--- src/rtl/serial_pkg.sv ---
// ----------------------------------------------------------------------------
// serial_pkg
// Shared definitions for the serial pattern-detector path. Imported by the
// bit_serializer front end and by the downstream detector benches.
//   ser_state_t : shifter FSM state (IDLE = shifter empty, SHIFT = emitting).
//   SER_DATA_W  : default parallel word width.
// ----------------------------------------------------------------------------
package serial_pkg;

    typedef enum logic {
        IDLE  = 1'b0,
        SHIFT = 1'b1
    } ser_state_t;

    localparam int SER_DATA_W = 8;

endpackage : serial_pkg

--- src/rtl/ser_hold_reg.sv ---
// ----------------------------------------------------------------------------
// ser_hold_reg
// One-entry holding register that parks a word while the shifter is busy.
// Ports:
//   clk, rst   : clock, synchronous active-high reset (clears the full flag)
//   load       : capture load_data; only asserted while empty
//   load_data  : word to park
//   unload     : hand the parked word to the shifter; only asserted while full
//   full       : a word is parked
//   data       : the parked word (valid while full)
// ----------------------------------------------------------------------------
module ser_hold_reg
    import serial_pkg::*;
#(
    parameter int DATA_W = SER_DATA_W
) (
    input  logic              clk,
    input  logic              rst,
    input  logic              load,
    input  logic [DATA_W-1:0] load_data,
    input  logic              unload,
    output logic              full,
    output logic [DATA_W-1:0] data
);

    logic              full_q;
    logic [DATA_W-1:0] data_q;

    // Occupancy flag is control state and is reset; the word itself is not.
    always_ff @(posedge clk) begin
        if (rst) begin
            full_q <= 1'b0;
        end else if (load) begin
            full_q <= 1'b1;
        end else if (unload) begin
            full_q <= 1'b0;
        end
    end

    always_ff @(posedge clk) begin
        if (load) begin
            data_q <= load_data;
        end
    end

    assign full = full_q;
    assign data = data_q;

endmodule : ser_hold_reg

--- src/rtl/bit_serializer.sv ---
// ----------------------------------------------------------------------------
// bit_serializer
// Parallel-to-serial front end: accepts DATA_W-bit words on a valid/ready
// handshake and emits them one bit per clock. A one-word holding register
// lets consecutive words stream with no idle cycles between them.
// Parameters:
//   DATA_W    : word width (>= 2)
//   MSB_FIRST : 1 = bit DATA_W-1 leaves first, 0 = bit 0 leaves first
// Ports:
//   clk, rst    : clock, synchronous active-high reset
//   in_data     : parallel word
//   in_valid    : in_data valid
//   in_ready    : a word can be taken this cycle (holding register empty)
//   bit_out     : serial bit, forced to 0 when bit_valid is low
//   bit_valid   : bit_out carries a real bit
//   frame_start : high with the first bit of each word
//   busy        : shifter or holding register occupied
// ----------------------------------------------------------------------------
module bit_serializer
    import serial_pkg::*;
#(
    parameter int DATA_W    = SER_DATA_W,
    parameter bit MSB_FIRST = 1'b1
) (
    input  logic              clk,
    input  logic              rst,
    input  logic [DATA_W-1:0] in_data,
    input  logic              in_valid,
    output logic              in_ready,
    output logic              bit_out,
    output logic              bit_valid,
    output logic              frame_start,
    output logic              busy
);

    localparam int                CNT_W    = $clog2(DATA_W);
    localparam logic [CNT_W-1:0] LAST_CNT = CNT_W'(DATA_W - 1);

    // Bit currently presented by the shifter.
    function automatic logic head_bit(input logic [DATA_W-1:0] s);
        return MSB_FIRST ? s[DATA_W-1] : s[0];
    endfunction

    // Shifter contents after the head bit has been sent.
    function automatic logic [DATA_W-1:0] advance(input logic [DATA_W-1:0] s);
        if (MSB_FIRST) begin
            return {s[DATA_W-2:0], 1'b0};
        end
        return {1'b0, s[DATA_W-1:1]};
    endfunction

    ser_state_t        state_q, state_d;
    logic [CNT_W-1:0]  cnt_q, cnt_d;
    logic [DATA_W-1:0] shift_q, shift_d;

    logic              hold_full;
    logic [DATA_W-1:0] hold_data;
    logic              hold_load;
    logic              hold_unload;
    logic              accept;
    logic              shifter_frees;

    ser_hold_reg #(
        .DATA_W (DATA_W)
    ) u_hold (
        .clk       (clk),
        .rst       (rst),
        .load      (hold_load),
        .load_data (in_data),
        .unload    (hold_unload),
        .full      (hold_full),
        .data      (hold_data)
    );

    // Ready depends only on registered occupancy, never on in_valid.
    assign in_ready = ~hold_full;
    assign accept   = in_valid & in_ready;

    // The shifter can take a new word at this edge when it is empty or is
    // presenting its last bit.
    assign shifter_frees = (state_q == IDLE) || (cnt_q == LAST_CNT);

    always_comb begin
        state_d     = state_q;
        cnt_d       = cnt_q;
        shift_d     = shift_q;
        hold_load   = 1'b0;
        hold_unload = 1'b0;

        if (shifter_frees) begin
            // While hold is full in_ready is low, so no word can compete
            // with the unload for the shifter.
            if (hold_full) begin
                shift_d     = hold_data;
                hold_unload = 1'b1;
                cnt_d       = '0;
                state_d     = SHIFT;
            end else if (accept) begin
                shift_d = in_data;
                cnt_d   = '0;
                state_d = SHIFT;
            end else begin
                cnt_d   = '0;
                state_d = IDLE;
            end
        end else begin
            // Mid-word: keep shifting, park any newly accepted word.
            shift_d   = advance(shift_q);
            cnt_d     = cnt_q + CNT_W'(1);
            hold_load = accept;
        end
    end

    always_ff @(posedge clk) begin
        if (rst) begin
            state_q <= IDLE;
            cnt_q   <= '0;
        end else begin
            state_q <= state_d;
            cnt_q   <= cnt_d;
        end
    end

    // Shifter data needs no reset: it is only observed while in SHIFT.
    always_ff @(posedge clk) begin
        shift_q <= shift_d;
    end

    assign bit_valid   = (state_q == SHIFT);
    assign bit_out     = bit_valid & head_bit(shift_q);
    assign frame_start = bit_valid & (cnt_q == '0);
    assign busy        = bit_valid | hold_full;

endmodule : bit_serializer

--- config.mk ---
export PLATFORM = sky130hd
export DESIGN_NAME = bit_serializer
export DESIGN_NICKNAME = d
export VERILOG_FILES = /design/src/rtl/serial_pkg.sv /design/src/rtl/ser_hold_reg.sv /design/src/rtl/bit_serializer.sv
export SDC_FILE = /design/constraint.sdc
export NUM_CORES = 1
export LEC_CHECK = 0
export CAP_MARGIN = 25
export CELL_PAD_IN_SITES_DETAIL_PLACEMENT = 0
export CELL_PAD_IN_SITES_GLOBAL_PLACEMENT = 1
export CORE_UTILIZATION = 44
export CTS_BUF_LIST = sky130_fd_sc_hd__clkbuf_8
export DETAILED_ROUTE_END_ITERATION = 7
export HOLD_SLACK_MARGIN = 0.06
export PLACE_DENSITY = 0.91
export RECOVER_POWER = 25
export SETUP_SLACK_MARGIN = 0.15
export SYNTH_ARGS = -nofsm -noshare
export SYNTH_HDL_FRONTEND = slang
export SYNTH_HIERARCHICAL = 1
export SYNTH_SLANG_ARGS = --single-unit
--- constraint.sdc ---
create_clock -name clk -period 2.6 [get_ports clk]
set_input_delay 0.52 -clock clk [delete_from_list [all_inputs] [get_ports clk]]
set_output_delay 0.52 -clock clk [all_outputs]
set_load 0.03 [all_outputs]
==> results of run 1 <==
[layout make-up]
type,count,share of cell area (%)
clock inverters,1,0.425
multi-input cells,33,28.3
flip-flops and latches,21,49.3
inverters,4,1.28
clock buffers,3,3.51
well taps,27,2.87
repair buffers,18,14.3
[logic make-up after synthesis]
group,Yosys count,synth area share [%]
buf+inv,7,4.07
compound gates,2,1.45
mux,15,20.9
fa+ha+maj,3,3.94
flops,21,61.0
simple gates,13,8.67
[critical path, cell delays in order, from the launching register on]
cell and delay (ps):
dfxtp_1 370, inv_1 50, ha_1 190, and3b_1 150, clkdlybuf4s50_1 580
[power by group through the flow]
| stage | Sequential [mW] | Clock (mW) | Combinational [mW] |
|---|---|---|---|
| 3_5_place_dp | 0.414 | 0 | 0.123 |
| 6_report | 0.407 | 0.204 | 0.118 |
| 5_1_grt | 0.411 | 0.216 | 0.127 |
| 3_3_place_gp | 0.413 | 0 | 0.121 |
| 2_1_floorplan | 0.413 | 0 | 0.0796 |
| 4_1_cts | 0.407 | 0.209 | 0.123 |
[synthesized netlist by cell type (all sizes together)]
cell type,number
edfxtp,16
mux2,15
dfxtp,5
inv,4
and2,3
buf,3
ha,3
nor3b,3
a21oi,2
nand2b,2
and3b,1
nand2,1
nor2,1
nor3,1
or2,1
[metrics by stage]
step                utilization, %  total power, mW  area [um2]
floorplan                        -            0.492         952
global placement              56.7            0.534        1130
detailed placement            56.7            0.537        1130
CTS                           59.0            0.740        1180
global route                  58.8            0.754        1180
finish                        58.8            0.728        1180
[routing by layer]
| layer | wire [um] | up-vias |
|---|---|---|
| li1 | - | 257 |
| met5 | 0 | - |
| met2 | 676 | 11 |
| met1 | 634 | 245 |
| met4 | 0 | 0 |
| met3 | 45 | 0 |
[registers in the layout, indices dropped and copies added, names as in the netlist]
register     count
bit_valid        1
u_hold/full      1
shift_q          8
cnt_q            3
u_hold/data      8
[worst min path at each step]
| stage | start | to | slack, ps |
|---|---|---|---|
| 5_1_grt | cnt_q[0] | cnt_q[0] | 510 |
| 6_report | cnt_q[0] | cnt_q[0] | 480 |
| 3_3_place_gp | cnt_q[0] | cnt_q[0] | 440 |
| 2_1_floorplan | cnt_q[0] | cnt_q[0] | 430 |
| 4_1_cts | cnt_q[0] | cnt_q[0] | 490 |
| 3_5_place_dp | cnt_q[0] | cnt_q[0] | 480 |
==> impl_results.md, run 1 <==
- Final std cells w/o fill: 107
- Crit path capture: frame_start
- Dominant cells by area after synthesis: edfxtp_1 50%, mux2_4 13%, dfxtp_1 11%, mux2_2 8.3%, ha_1 3.9%
- Initial Util: 47.6%
- R2R Setup Slk: 590 ps
- Cts repair resizes: 0
- Worst setup SP type: flop
- Clk buf depth: 2
- Core Area: 2000 um2
- Setup WS pre-CTS: 751 ps
- Post-synth top area share: 50.5%
- Met3 Track Usage GR: 1.89%
- Max Transition Viols Final: 0
- Worst r2r dst: shift_q[1]
- Dpl hpwl: 960 um
- Worst setup path start: cnt_q[0]
- VDD IR max: 0.000314 V
- Largest net degree at the start of global routing: 13
- First-pass GRT wire length: 2240 um
- Cell area power density: 618 nW/um2
- Slew HR: 71.9%
- Die Ht: 48.5 um
- Min setup slack post-route: 484 ps
- Gpl congestion: 0.675
- Final Critical Period: 2120 ps
- Syn_nets: 75
- Internal power: 0.569 mW
- H-tree depth: 1
- Met1 Use GR: 15.7%
- Met2 GRT Util: 22.5%
- Routed length per placed instance: 12.7 um
- Max-Cap Viols: 0
- Worst skew pair latency: 250 ps
- Die area: 2350 um2
- Number of primary I/O pins: 16
- Hold Fails Final Rpt: 0
- Routed vias/inst: 4.79
- Post-CTS Hold Fix Bufs: 0
- Final hold slack: 482 ps
- FF-to-FF path depth: 5
- Max Clock Skew: 3.02 ps
- Iter 0 DRT Violations: 12
- Initial antenna violation count: 0
- Cells after Synth: 61
- Leak: 0.453 nW
- Cells after DPL: 103
- Outcome: finished clean
- Post-route DRC: 0
- IO buf count: 15
- Power share of the sequential group: 55.9%
- Detail Route Antenna Nets: 0
- Comb power frac: 16.2%
- Clk network pwr share: 28.0%
- Area delta synth->final: 23.7%
- Layout cell share with drive strength beyond 1: 30.0%
- Path category of the worst min-delay check: flop to flop
- RSZ-0062 raised after global routing: false
- Final setup vio count: 0
- Top cell type by total area after synthesis: edfxtp_1
- Row cnt: 16
- CP required: 2080 ps
- Setup CP Type: flop to output port
- Clock Sinks: 21
- Endpoint class of the critical path: output port
- Hold Crit Depth: 1
- Fin crit share: 81.4%
- Routed WL: 1360 um
- Diodes inserted: 0
- Register Area: 581 um2
- Fraction of the yosys area taken by sequential cells: 61.0%
- Post-CTS setup buffer count: 0
- Switching part of the total: 21.9%
- Mapped Area: 952 um2
- CP Max Fanout: 3
- Most common cell after layout, fill and taps aside: edfxtp_1
- Total congestion overflow: 0
- FF-to-FF Start: cnt_q[0]
- Post-Syn Area per Cell: 15.6 um2
- Total Nets Final: 95
- Synthesis warning total: 6
- Yosys cell types: 20
- Critical path arrival: 1600 ps
- Number of global-route vias before repair: 511
- F_max: 0.473 GHz
- Most frequent cells in the layout: 16 x edfxtp_1, 8 x mux2_4, 8 x dlygate4sd3_1, 7 x mux2_2, 7 x clkdlybuf4s50_1
- NetSw: 0.159 mW
- Post-synthesis register bit count: 21
- Clk slew on worst S/H paths: 70 ps
- Root Buffer Master: clkbuf_8
- Worst Tran Pin Value: 421 ps
- Total GRT Usage: 12.5%
- Setup TNS Final: 0 ps
- DRT Pass-1 Iters: 4
- GRT Max-Usage Layer: met2
- CTS Buf Count: 3
- Vias after detailed routing: 513
- Die width: 48.5 um
- Multi-input gate area: 333 um2
- CTS tree: built
- Fill cells: 158
Note: power is estimated with default switching activity, not from simulation.
==> run 2: changes to the inputs <==
--- a/config.mk
+++ b/config.mk
@@ -8,11 +8,11 @@
 export CAP_MARGIN = 25
 export CELL_PAD_IN_SITES_DETAIL_PLACEMENT = 0
 export CELL_PAD_IN_SITES_GLOBAL_PLACEMENT = 1
-export CORE_UTILIZATION = 44
+export CORE_UTILIZATION = 40
 export CTS_BUF_LIST = sky130_fd_sc_hd__clkbuf_8
 export DETAILED_ROUTE_END_ITERATION = 7
 export HOLD_SLACK_MARGIN = 0.06
-export PLACE_DENSITY = 0.91
+export PLACE_DENSITY = 0.87
 export RECOVER_POWER = 25
 export SETUP_SLACK_MARGIN = 0.15
 export SYNTH_ARGS = -nofsm -noshare
==> constraint.sdc (replaced) <==
create_clock -name clk -period 1.7 [get_ports clk]
set_input_delay 0.34 -clock clk [delete_from_list [all_inputs] [get_ports clk]]
set_output_delay 0.34 -clock clk [all_outputs]
set_load 0.03 [all_outputs]
==> impl_results.md, run 2 (same netlist as run 1, synthesis figures left out) <==
- Outcome: finished clean
- First-pass GRT wire length: 2550 um
- Initial antenna violation count: 0
- Core Area: 2230 um2
- Area delta synth->final: 35.7%
- Final Critical Period: 1570 ps
- CTS Buf Count: 3
- Hold EP: cnt_q[0]
- Detail Route Antenna Nets: 0
- Setup TNS Final: 0 ps
- Worst skew pair latency: 260 ps
- Hold Crit Depth: 1
- Final setup vio count: 0
- Die area: 2580 um2
- Iter 0 DRT Violations: 5
- Most frequent cells in the layout: 16 x edfxtp_1, 8 x mux2_4, 8 x dlygate4sd3_1, 7 x mux2_2, 7 x buf_4
- Critical path arrival: 1230 ps
- Total congestion overflow: 0
- Gpl congestion: 0.648
- R2R Setup Slk: 180 ps
- IO buf count: 15
- Max-Cap Viols: 0
- DRT Pass-1 Iters: 3
- RSZ-0062 raised after global routing: true
- Dpl hpwl: 1010 um
- Cells after DPL: 105
- Number of global-route vias before repair: 580
- Vias after detailed routing: 557
- Endpoint class of the critical path: output port
- CP max stage delay: 390 ps
- Clk buf depth: 2
- VDD IR max: 0.000738 V
- Hold Fails Final Rpt: 0
- Post-CTS Hold Fix Bufs: 0
- Hold wc startpoint: cnt_q[0]
- Number of primary I/O pins: 16
- Root Buffer Master: clkbuf_8
- F_max: 0.639 GHz
- Max Clock Skew: 5.86 ps
- Routed WL: 1550 um
- Worst r2r dst: shift_q[6]
- Most common cell after layout, fill and taps aside: edfxtp_1
- H-tree depth: 1
- Leak: 0.499 nW
- Crit path cell chain: inv_1 > ha_1 > and3b_1 > clkbuf_2
- Die width: 50.8 um
- FF-to-FF path depth: 5
- Initial Util: 42.6%
- CP Max Fanout: 3
- Clock Sinks: 21
- Total GRT Usage: 14.3%
- Worst setup SP type: flop
- Post-route DRC: 0
- Row cnt: 17
- Design Power: 1.16 mW
- Final std cells w/o fill: 115
- Path category of the worst min-delay check: flop to flop
- Routed vias/inst: 4.84
- Max Transition Viols Final: 0
- Slew HR: 75.5%
- Fill cells: 184
- Worst Tran Pin Value: 366 ps
- Total Nets Final: 102
- Routed length per placed instance: 13.4 um
- CTS tree: built
- Fin crit share: 92.1%
- Diodes inserted: 0
- CP required: 1360 ps
- Clk slew on worst S/H paths: 80 ps
- Max stage delay cell, worst path: dfxtp_1
- Setup CP Type: flop to output port
- Largest net degree at the start of global routing: 14
- FF-to-FF Start: cnt_q[0]
- Layout cell share with drive strength beyond 1: 47.1%
- Cell area power density: 900 nW/um2
- Die Ht: 50.8 um
-- run 2: changes by cell type in the layout (fill, tap and decap cells not counted), sizes merged --
cell | previous run | this run
clkbuf | 4 | 5
dlygate4sd2 | 0 | 2
clkinvlp | 0 | 1
buf | 2 | 11
clkdlybuf4s50 | 7 | 2
clkinv | 1 | 0
-- run 2: final cells by class --
| class | count | area (um2) | share of cell area, % |
|---|---|---|---|
| Timing Repair Buffer | 25 | 234 | 18.1 |
| Multi-Input combinational cell | 33 | 377 | 29.1 |
| Clock buffer | 3 | 41.3 | 3.19 |
| Inverter | 4 | 15.0 | 1.16 |
| Clock inverter | 1 | 7.51 | 0.581 |
| Tap cell | 28 | 35.0 | 2.71 |
| Sequential cell | 21 | 583 | 45.1 |
-- run 2: worst max-delay path: cells and delay by family (launching register included) --
family	cells	cell delay, ps
fa+ha+maj	1	180
buf+inv	2	240
flops	1	390
simple gates	1	160
-- run 2: report_power, final --
group          leakage [nW]  internal (mW)  switching, mW  total (mW)
clock network        0.0217          0.166          0.164       0.329
registers             0.198          0.606         0.0163       0.622
logic                 0.280          0.122         0.0902       0.212
-- run 2: metal layers --
| layer | track usage (%) | up-vias | part of all wire (%) |
|---|---|---|---|
| li1 | - | 268 | - |
| met2 | 25.1 | 12 | 55 |
| met4 | 4.17 | 0 | 0 |
| met5 | 0 | - | 0 |
| met3 | 6.36 | 0 | 4.4 |
| met1 | 15.5 | 277 | 40 |
-- run 2: how the worst max path moves through the flow --
stage,start,endpoint,slack (ps),cells past startpoint
detailed placement,cnt_q[0],frame_start,50,4
finish,cnt_q[0],frame_start,130,4
global placement,cnt_q[0],frame_start,70,4
floorplan,cnt_q[0],u_hold/data[0],9,6
global route,cnt_q[0],frame_start,60,4
CTS,cnt_q[0],frame_start,2,4
-- run 2: per-stage QoR --
stage | hold slack (ps) | instance area (um2) | worst slack (ps) | utilization, %
after global routing | 530 | 1290 | 60.7 | 57.9
after global placement | 435 | 1190 | 65.8 | 53.2
after detailed placement | 446 | 1190 | 52.1 | 53.2
after floorplan | 402 | 1010 | 8.77 | -
after CTS | 452 | 1270 | 2.02 | 57.1
final | 500 | 1290 | 134 | 57.9
-- run 2: repair_timing --
item | 4_1_cts | 5_1_grt
endpoints found under the setup margin | 22 | 22
pin swaps | 0 | 1
hold endpoints to repair | 0 | 0
buffers inserted | 3 | 3
resized for setup | 7 | 5
==> run 3: changes to the inputs <==
--- a/config.mk
+++ b/config.mk
@@ -5,12 +5,14 @@
 export SDC_FILE = /design/constraint.sdc
 export NUM_CORES = 1
 export LEC_CHECK = 0
+export ABC_AREA = 1
 export CAP_MARGIN = 25
 export CELL_PAD_IN_SITES_DETAIL_PLACEMENT = 0
 export CELL_PAD_IN_SITES_GLOBAL_PLACEMENT = 1
-export CORE_UTILIZATION = 40
+export CORE_UTILIZATION = 37
 export CTS_BUF_LIST = sky130_fd_sc_hd__clkbuf_8
 export DETAILED_ROUTE_END_ITERATION = 7
+export GPL_TIMING_DRIVEN = 0
 export HOLD_SLACK_MARGIN = 0.06
 export PLACE_DENSITY = 0.87
 export RECOVER_POWER = 25
==> impl_results.md, run 3 <==
- FF-to-FF path depth: 7
- H-tree depth: 1
- Slew HR: 80.4%
- Post-CTS Hold Fix Bufs: 0
- Mapped Area: 990 um2
- Die width: 53.7 um
- Syn_nets: 121
- Post-route DRC: 0
- Initial Util: 39.6%
- Cell area power density: 889 nW/um2
- CTS tree: built
- CP Max Fanout: 10
- Detail Route Antenna Nets: 0
- Total congestion overflow: 0
- Leak: 0.621 nW
- Crit path cell chain: buf_6 > or2_2 > buf_4
- Root Buffer Master: clkbuf_8
- Initial antenna violation count: 0
- Cells after Synth: 107
- Placed cell area: 1180 um2
- WP buf/inv: 2
- Post-route cell area: 1330 um2
- Gpl congestion: 0.743
- Fin crit share: 88.8%
- Max stage delay cell, worst path: dfxtp_1
- Vias after detailed routing: 723
- Critical path arrival: 1170 ps
- Synth async-reset ratio: 0%
- Number of global-route vias before repair: 684
- Area delta synth->final: 34.5%
- Total GRT Usage: 14.9%
- Diodes inserted: 0
- Layout cell share with drive strength beyond 1: 22.6%
- Clk buf depth: 2
- Clock Sinks: 21
- F_max: 0.663 GHz
- Most frequent cells in the layout: 34 x nand2_1, 23 x inv_1, 16 x edfxtp_1, 8 x dlygate4sd3_1, 7 x nand3_1
- Fin util: 53.3%
- Final Critical Period: 1510 ps
- Final setup vio count: 0
- Max Transition Viols Final: 0
- DRT Pass-1 Iters: 4
- Setup CP Type: flop to output port
- Main flop type after synthesis: edfxtp_1
- Synth top cells by count: 35 x nand2_1, 24 x inv_1, 16 x edfxtp_1
- Number of primary I/O pins: 16
- Count leader, synth: nand2_1
- Crit path capture: busy
- Setup TNS Final: 0 ps
- WP depth: 3
- Outcome: finished clean
- VDD IR max: 0.000406 V
- Endpoint class of the critical path: output port
- Multi-input gate area: 299 um2
- Top cell type by total area after synthesis: edfxtp_1
- Worst setup path start: u_hold/full
- Total Nets Final: 148
- Clk slew on worst S/H paths: 80 ps
- Post-synth top area share: 48.5%
- Routed vias/inst: 4.44
- Routed WL: 1890 um
- IO buf count: 15
- RSZ-0062 raised after global routing: true
- FF-to-FF Start: cnt_q[0]
- Dpl hpwl: 1180 um
- Row cnt: 18
- Die area: 2890 um2
- CP required: 1360 ps
- Routed length per placed instance: 11.6 um
- Max-Cap Viols: 0
- CP top delay family: flip-flops
- Worst setup SP type: flop
- R2R Setup Slk: 200 ps
- Synthesis warning total: 6
- Core Area: 2500 um2
- First-pass GRT wire length: 2950 um
- CP max stage delay: 330 ps
- Post-synthesis register bit count: 21
- CTS Buf Count: 3
- Fraction of the yosys area taken by sequential cells: 58.7%
- Register Area: 581 um2
- Post-synth EDFFs: 16
- Most common cell after layout, fill and taps aside: nand2_1
- Yosys cell types: 15
- Iter 0 DRT Violations: 17
- Worst r2r dst: u_hold/data[5]
- Post-Syn Area per Cell: 9.25 um2
- Die Ht: 53.7 um
- Max Clock Skew: 9.32 ps
- Largest net degree at the start of global routing: 14
- Dominant cells by area after synthesis: edfxtp_1 49%, nand2_1 13%, dfxtp_1 10%, inv_1 9.1%, ha_1 3.8%
- Fill cells: 230
- Path category of the worst min-delay check: flop to flop
- Hold Fails Final Rpt: 0
- Worst Tran Pin Value: 295 ps
- Worst skew pair latency: 270 ps
## run 3: changes by cell type after synthesis, sizes merged
cell,previous run,this run
nor3b,3,0
nor3,1,0
a21oi,2,3
nand2,1,37
mux2,15,0
nand3,0,7
nor2,1,7
inv,4,25
and2,3,0
and3b,1,0
nand2b,2,0
## run 3: timing repair
action                                  in CTS  in global routing
buffers inserted                             1                  4
cloned                                       0                  2
endpoints found under the setup margin      22                 21
gates resized for setup                     11                 13
pin swaps                                    1                  1
## run 3: how the worst min path moves through the flow
stage               cells after the start      from   endpoint  slack (ps)
CTS                                     1  cnt_q[0]   cnt_q[0]         450
global placement                        1  cnt_q[0]   cnt_q[0]         430
detailed placement                      1  cnt_q[0]   cnt_q[0]         440
floorplan                               1       rst  bit_valid         400
global route                            1  cnt_q[0]   cnt_q[0]         480
finish                                  1  cnt_q[0]   cnt_q[0]         450
## run 3: kinds of logic (layout without fill, tap and decap cells)
group,after synthesis,after routing,share of synthesized area (%)
buffers and inverters,28,54,13.1
DFF,21,21,58.7
AOI/OAI and AO/OA,3,3,2.28
and+or+nand+nor,52,52,22.1
adders and majority gates,3,3,3.79
## run 3: cell type report
type,count,share of cell area [%]
multi-input combinational,58,22.5
clock buffer,3,3.10
clock inverter,1,0.564
tap,30,2.82
sequential,21,43.6
buffer,3,2.82
inverter,25,7.24
timing repair buffer,22,17.4
## run 3: power breakdown
group	internal [mW]	switching [mW]
sequential	0.606	0.0169
combinational	0.100	0.119
clock	0.166	0.176
## run 3: per-stage QoR
step | total power, mW | std cells | hold WS, ps | worst slack (ps)
6_report | 1.18 | 163 | 453 | 191
4_1_cts | 1.16 | 157 | 452 | 39.9
2_1_floorplan | 0.750 | 107 | 402 | 231
5_1_grt | 1.24 | 163 | 483 | 136
3_5_place_dp | 0.827 | 152 | 441 | 50.6
3_3_place_gp | 0.820 | 152 | 429 | 54.8
## run 3: per-layer routing
| layer | up-vias | global-route usage [%] | share of wire, % |
|---|---|---|---|
| li1 | 376 | - | - |
| met1 | 326 | 19.0 | 47 |
| met2 | 17 | 23.9 | 47 |
| met3 | 4 | 2.54 | 3.1 |
| met4 | 0 | 7.89 | 2.0 |
| met5 | - | 0 | 0 |
==> variant 1, RTL diff (flow settings as in run 1) <==
`MSB_FIRST`: 1'b1 -> 1'b0.
--- a/src/rtl/bit_serializer.sv
+++ b/src/rtl/bit_serializer.sv
@@ -22,3 +22,3 @@
     parameter int DATA_W    = SER_DATA_W,
-    parameter bit MSB_FIRST = 1'b1
+    parameter bit MSB_FIRST = 1'b0
 ) (
Behaviour: not the same (a bounded check fails within 4 cycles, from zero or initial values and one cycle with rst high).
==> variant 1 against run 1 <==
  * Maximum frequency is 1.9% lower
  * Setup slack worse by 0.040 ns
  * Power grew 0.20%
  * Design area rose by 0.11%
  * Sequential cell count is the same
  * Critical path depth down 1
  * Routed wire length increased by 6.7%
  * Clock skew rose by 0.0016 ns
  * Die area fell by 0.88%
  * Worst hold slack got worse by 0.012 ns
  * Synthesized area down 0.92%
==> variant 1: results (changes against run 1) <==
Outcome:
- Status: completed (unchanged).

Yosys:
- The post-synth net total is 76 (was 75).
- Most area-consuming cells after synthesis: sky130_fd_sc_hd__edfxtp_1, sky130_fd_sc_hd__dfxtp_1, sky130_fd_sc_hd__mux2_2 (was sky130_fd_sc_hd__edfxtp_1, sky130_fd_sc_hd__mux2_4, sky130_fd_sc_hd__dfxtp_1).
- The number of flops mapped to enable cells by yosys was 15 (was 16).
- The register area share after synthesis is 0.605 (was 0.610).
- List of most frequent post-synthesis cells: sky130_fd_sc_hd__edfxtp_1, sky130_fd_sc_hd__mux2_2, sky130_fd_sc_hd__dfxtp_1, sky130_fd_sc_hd__mux2_4, sky130_fd_sc_hd__inv_1 (was sky130_fd_sc_hd__edfxtp_1, sky130_fd_sc_hd__mux2_4, sky130_fd_sc_hd__mux2_2).
- The post-synthesis average cell area was 15.2 sq um (was 15.6 sq um).
- The number of unique standard cell types used by synthesis came to 21 (was 20).

Finish:
- The share of cells above drive strength 1 is 0.305 (was 0.300).
- The number of antenna repair diodes is 0 (unchanged).
- The number of nets in the layout is 97 (was 95).
- The number of fill cells is 156 (was 158).

STA:
- The final critical-path setup slack came to 0.444 ns (was 0.484 ns).
- The maximum clock skew at final layout is 0.00465 ns (was 0.00302 ns).
- The actual slew at the worst max-slew pin was 0.506 ns (was 0.421 ns).

Route:
- The number of violations reported at the end of detailed-routing iteration 0 came to 3 (was 12).
- The routed length per placed instance is 13.3 um (was 12.7 um).
- The total detailed-routing wirelength is 1450 um (was 1360 um).
- The detailed-route via count is 527 (was 513).
- The first-pass iteration count of the detailed router is 2 (was 4).

Worst setup path:
- The data arrival at the endpoint of the critical path is 1.64 ns (was 1.60 ns).
- The maximum fanout along the worst path came to 11 (was 3).
- The end of the worst register-to-register path is shift_q[0] (was shift_q[1]).

GRT:
- The global-route usage over all layers came to 0.147 (was 0.125).
- The wire length of the first global-routing pass is 2530 um (was 2240 um).
- The via count of the first global-routing pass is 566 (was 511).

Place:
- The placed cell count is 105 (was 103).
- The cell area reported after detailed placement was 1140 sq um (was 1130 sq um).

CTS:
- The insertion delay to the later sink of the worst-skew pair is 0.25 ns (about the same).
variant 1: changes by cell type in the layout (fill, tap and decap cells not counted):
cell                              run 1  this run
sky130_fd_sc_hd__mux2_2               7         9
sky130_fd_sc_hd__mux2_4               8         6
sky130_fd_sc_hd__and2_1               2         1
sky130_fd_sc_hd__buf_4                2         3
sky130_fd_sc_hd__dfxtp_1              5         6
sky130_fd_sc_hd__edfxtp_1            16        15
sky130_fd_sc_hd__o211a_1              0         1
sky130_fd_sc_hd__or2b_1               0         1
variant 1: cell families after synthesis:
group,after synthesis,synth area share
AOI/OAI and AO/OA,3,0.0252
muxes,15,0.203
DFF,21,0.605
and+or+nand+nor,13,0.0889
buffers and inverters,7,0.0385
adders and majority gates,3,0.0398
variant 1: per-layer routing:
layer | share of wire | global-route usage
met5 | 0 | 0
met4 | 0.018 | 0.0735
met3 | 0.030 | 0.0346
met2 | 0.50 | 0.254
met1 | 0.45 | 0.170
variant 1: final cells by class:
type	count	area (sq um)	area share
sequential	21	571	0.484
multi-input combinational	34	337	0.286
timing repair buffer	19	176	0.150
clock buffer	3	41.3	0.0350
tap	27	33.8	0.0287
inverter	4	15.0	0.0127
clock inverter	1	5.00	0.00425
variant 1: worst min path at each step:
stage                     startpoint       end  slack, ns  depth (start not counted)
after floorplan             cnt_q[0]  cnt_q[0]       0.43                          1
after CTS                   cnt_q[0]  cnt_q[0]       0.46                          1
final                       cnt_q[0]  cnt_q[0]       0.47                          1
after global placement      cnt_q[0]  cnt_q[0]       0.44                          1
after global routing        cnt_q[0]  cnt_q[0]       0.52                          1
after detailed placement    cnt_q[0]  cnt_q[0]       0.45                          1
variant 1: power by group:
part	internal, mW	switching, mW
combinational	0.0674	0.0515
clock	0.106	0.0992
sequential	0.393	0.0122
total	0.567	0.163
==> variant 2, RTL diff (flow settings as in run 1) <==
Without the edit above. Reset style: asynchronous (`rst`), changed in 2 clocked blocks. Comments in the files are not updated.
--- a/src/rtl/ser_hold_reg.sv
+++ b/src/rtl/ser_hold_reg.sv
@@ -29,3 +29,3 @@
     // Occupancy flag is control state and is reset; the word itself is not.
-    always_ff @(posedge clk) begin
+    always_ff @(posedge clk or posedge rst) begin
         if (rst) begin
--- a/src/rtl/bit_serializer.sv
+++ b/src/rtl/bit_serializer.sv
@@ -113,3 +113,3 @@
 
-    always_ff @(posedge clk) begin
+    always_ff @(posedge clk or posedge rst) begin
         if (rst) begin
Check against the original RTL: differs if rst is asserted again (counterexample within 4 cycles, from zero or initial values and one cycle with rst high); with rst held inactive, the same outputs for 10 cycles.
==> variant 2 against run 1 <==
  * Utilization grew 0.16 points
  * Final cell count is the same
  * Synthesized area grew 2.1%
  * Routed wire length grew 15%
  * Sequential cell count is the same
  * Critical path type unchanged
  * Register-to-register slack gained 0.19 ns
  * Global-route usage grew 3.8 points
  * Synthesized cell count grew 1.6%
  * Highest routed layer unchanged
  * Setup slack lost 0.19 ns
  * Count of clock-buffer cells in the layout is the same
  * Largest cell class unchanged
  * Design area grew 1.3%
Power is not compared: it rests on default switching activity, and its combinational part moved more than twofold at a synthesized area within 25%.
==> variant 2: results (changes against run 1) <==
Power:
- After layout, the design draws a total of 1.20 mW.
- In this run, power in the clock network comes to 0.200 mW.

Yosys:
- The register area share after synthesis is 0.623 (was 0.610).
- The primary flip-flop cell chosen by synthesis mapping is sky130_fd_sc_hd__edfxtp_1 (unchanged).
- List of most frequent post-synthesis cells: sky130_fd_sc_hd__edfxtp_1, sky130_fd_sc_hd__mux2_4, sky130_fd_sc_hd__inv_1 (was sky130_fd_sc_hd__edfxtp_1, sky130_fd_sc_hd__mux2_4, sky130_fd_sc_hd__mux2_2).
- The share of synthesized flip-flops with an asynchronous set or reset is 0.238 (was 0).
- The number of unique standard cell types used by synthesis is 18 (was 20).
- Most area-consuming cells after synthesis: sky130_fd_sc_hd__edfxtp_1, sky130_fd_sc_hd__mux2_4, sky130_fd_sc_hd__dfrtp_1 (was sky130_fd_sc_hd__edfxtp_1, sky130_fd_sc_hd__mux2_4, sky130_fd_sc_hd__dfxtp_1).

GRT:
- The largest net degree at the start of global routing is 14 (was 13).
- The global-route usage over all layers came to 0.163 (was 0.125).
- The wire length of the first global-routing pass is 2770 um (was 2240 um).
- The via count of the first global-routing pass is 552 (was 511).

STA:
- The maximum clock skew at final layout came to 0.00475 ns (was 0.00302 ns).
- The worst hold slack after final layout was 0.463 ns (was 0.482 ns).
- The final critical delay including setup and external delays was 2.31 ns (was 2.12 ns).

Route:
- The met2 wire length is 799 um (was 676 um).
- The routed length on met1 is 702 um (was 634 um).
- The detailed-route via count is 522 (was 513).
- The met3 wire length came to 52 um (was 45 um).
- The routed length per placed instance is 14.5 um (was 12.7 um).
- The number of violations reported at the end of detailed-routing iteration 0 came to 15 (was 12).

Min path:
- The startpoint of the tightest hold check path is cnt_q[0] (unchanged).
- The hold-critical path endpoint is cnt_q[0] (unchanged).

Worst setup path:
- The largest incremental delay on the critical path was 0.69 ns (was 0.58 ns).
- The data arrival at the endpoint of the critical path is 1.79 ns (was 1.60 ns).
- The capturing instance or port of the critical path is busy (was frame_start).
- The slowest cell on the critical path is sky130_fd_sc_hd__dfrtp_1 (was sky130_fd_sc_hd__clkdlybuf4s50_1).
- The beginning of the worst register-to-register path is cnt_q[0] (unchanged).
- The critical path launch point is u_hold/full (was cnt_q[0]).
- The end of the worst register-to-register path is u_hold/data[3] (was shift_q[1]).
- The maximum fanout along the worst path was 13 (was 3).
- The flop-to-flop setup slack is 0.78 ns (was 0.59 ns).

Finish:
- The area added between synthesis and finish was 22.7% (was 23.7%).
- The number of fill cells is 163 (was 158).
- The proportion of final cell area spent on non-clock buffers is 0.132 (was 0.143).
- The storage element area is 606 sq um (was 581 sq um).
- The share of cells above drive strength 1 is 0.263 (was 0.300).
- The count of plain and timing-repair buffers in the layout was 16 (was 18).
- The clock tree cell share of total cell area is 0.0378 (was 0.0393).
- The count of inverters other than clock inverters in the layout is 6 (was 4).

Outcome:
- Status: completed (unchanged).

CTS:
- The number of gates resized after CTS was 0 (unchanged).
- The insertion delay to the later sink of the worst-skew pair is 0.25 ns (about the same).

Place:
- The HPWL reported at the end of detailed placement came to 1130 um (was 960 um).
- The routability congestion estimate from global placement is 0.708 (was 0.675).
variant 2: cell types whose count changed after synthesis, sizes merged, moves of 2 or more:
cell   before  now
a21oi       2    0
dfrtp       0    5
dfxtp       5    0
inv         4    6
nor2        1    4
nor3b       3    0
or3         0    2
variant 2: stage by stage:
step                cells   util
floorplan              62      -
global placement      103  0.567
detailed placement    103  0.567
CTS                   107  0.590
global route          107  0.590
finish                107  0.590
variant 2: cell families after synthesis:
kind of cell / count (synthesis) / synth area share
AO/OA/AOI/OAI: 1 / 0.00772
adder cells (fa/ha/maj): 3 / 0.0386
buffers and inverters: 8 / 0.0399
flip-flops: 21 / 0.623
multiplexers: 15 / 0.211
AND/OR/NAND/NOR: 14 / 0.0798
variant 2: critical path, delay by kind of cell (launching register included):
family / cells / cell delay [ns]
DFF: 1 / 0.69
buffers and inverters: 1 / 0.65
and+or+nand+nor: 1 / 0.20
variant 2: routing by layer:
layer	vias up	global-route usage
met5	-	0
met4	0	0.0441
met2	13	0.264
met3	0	0.0467
li1	250	-
met1	259	0.213
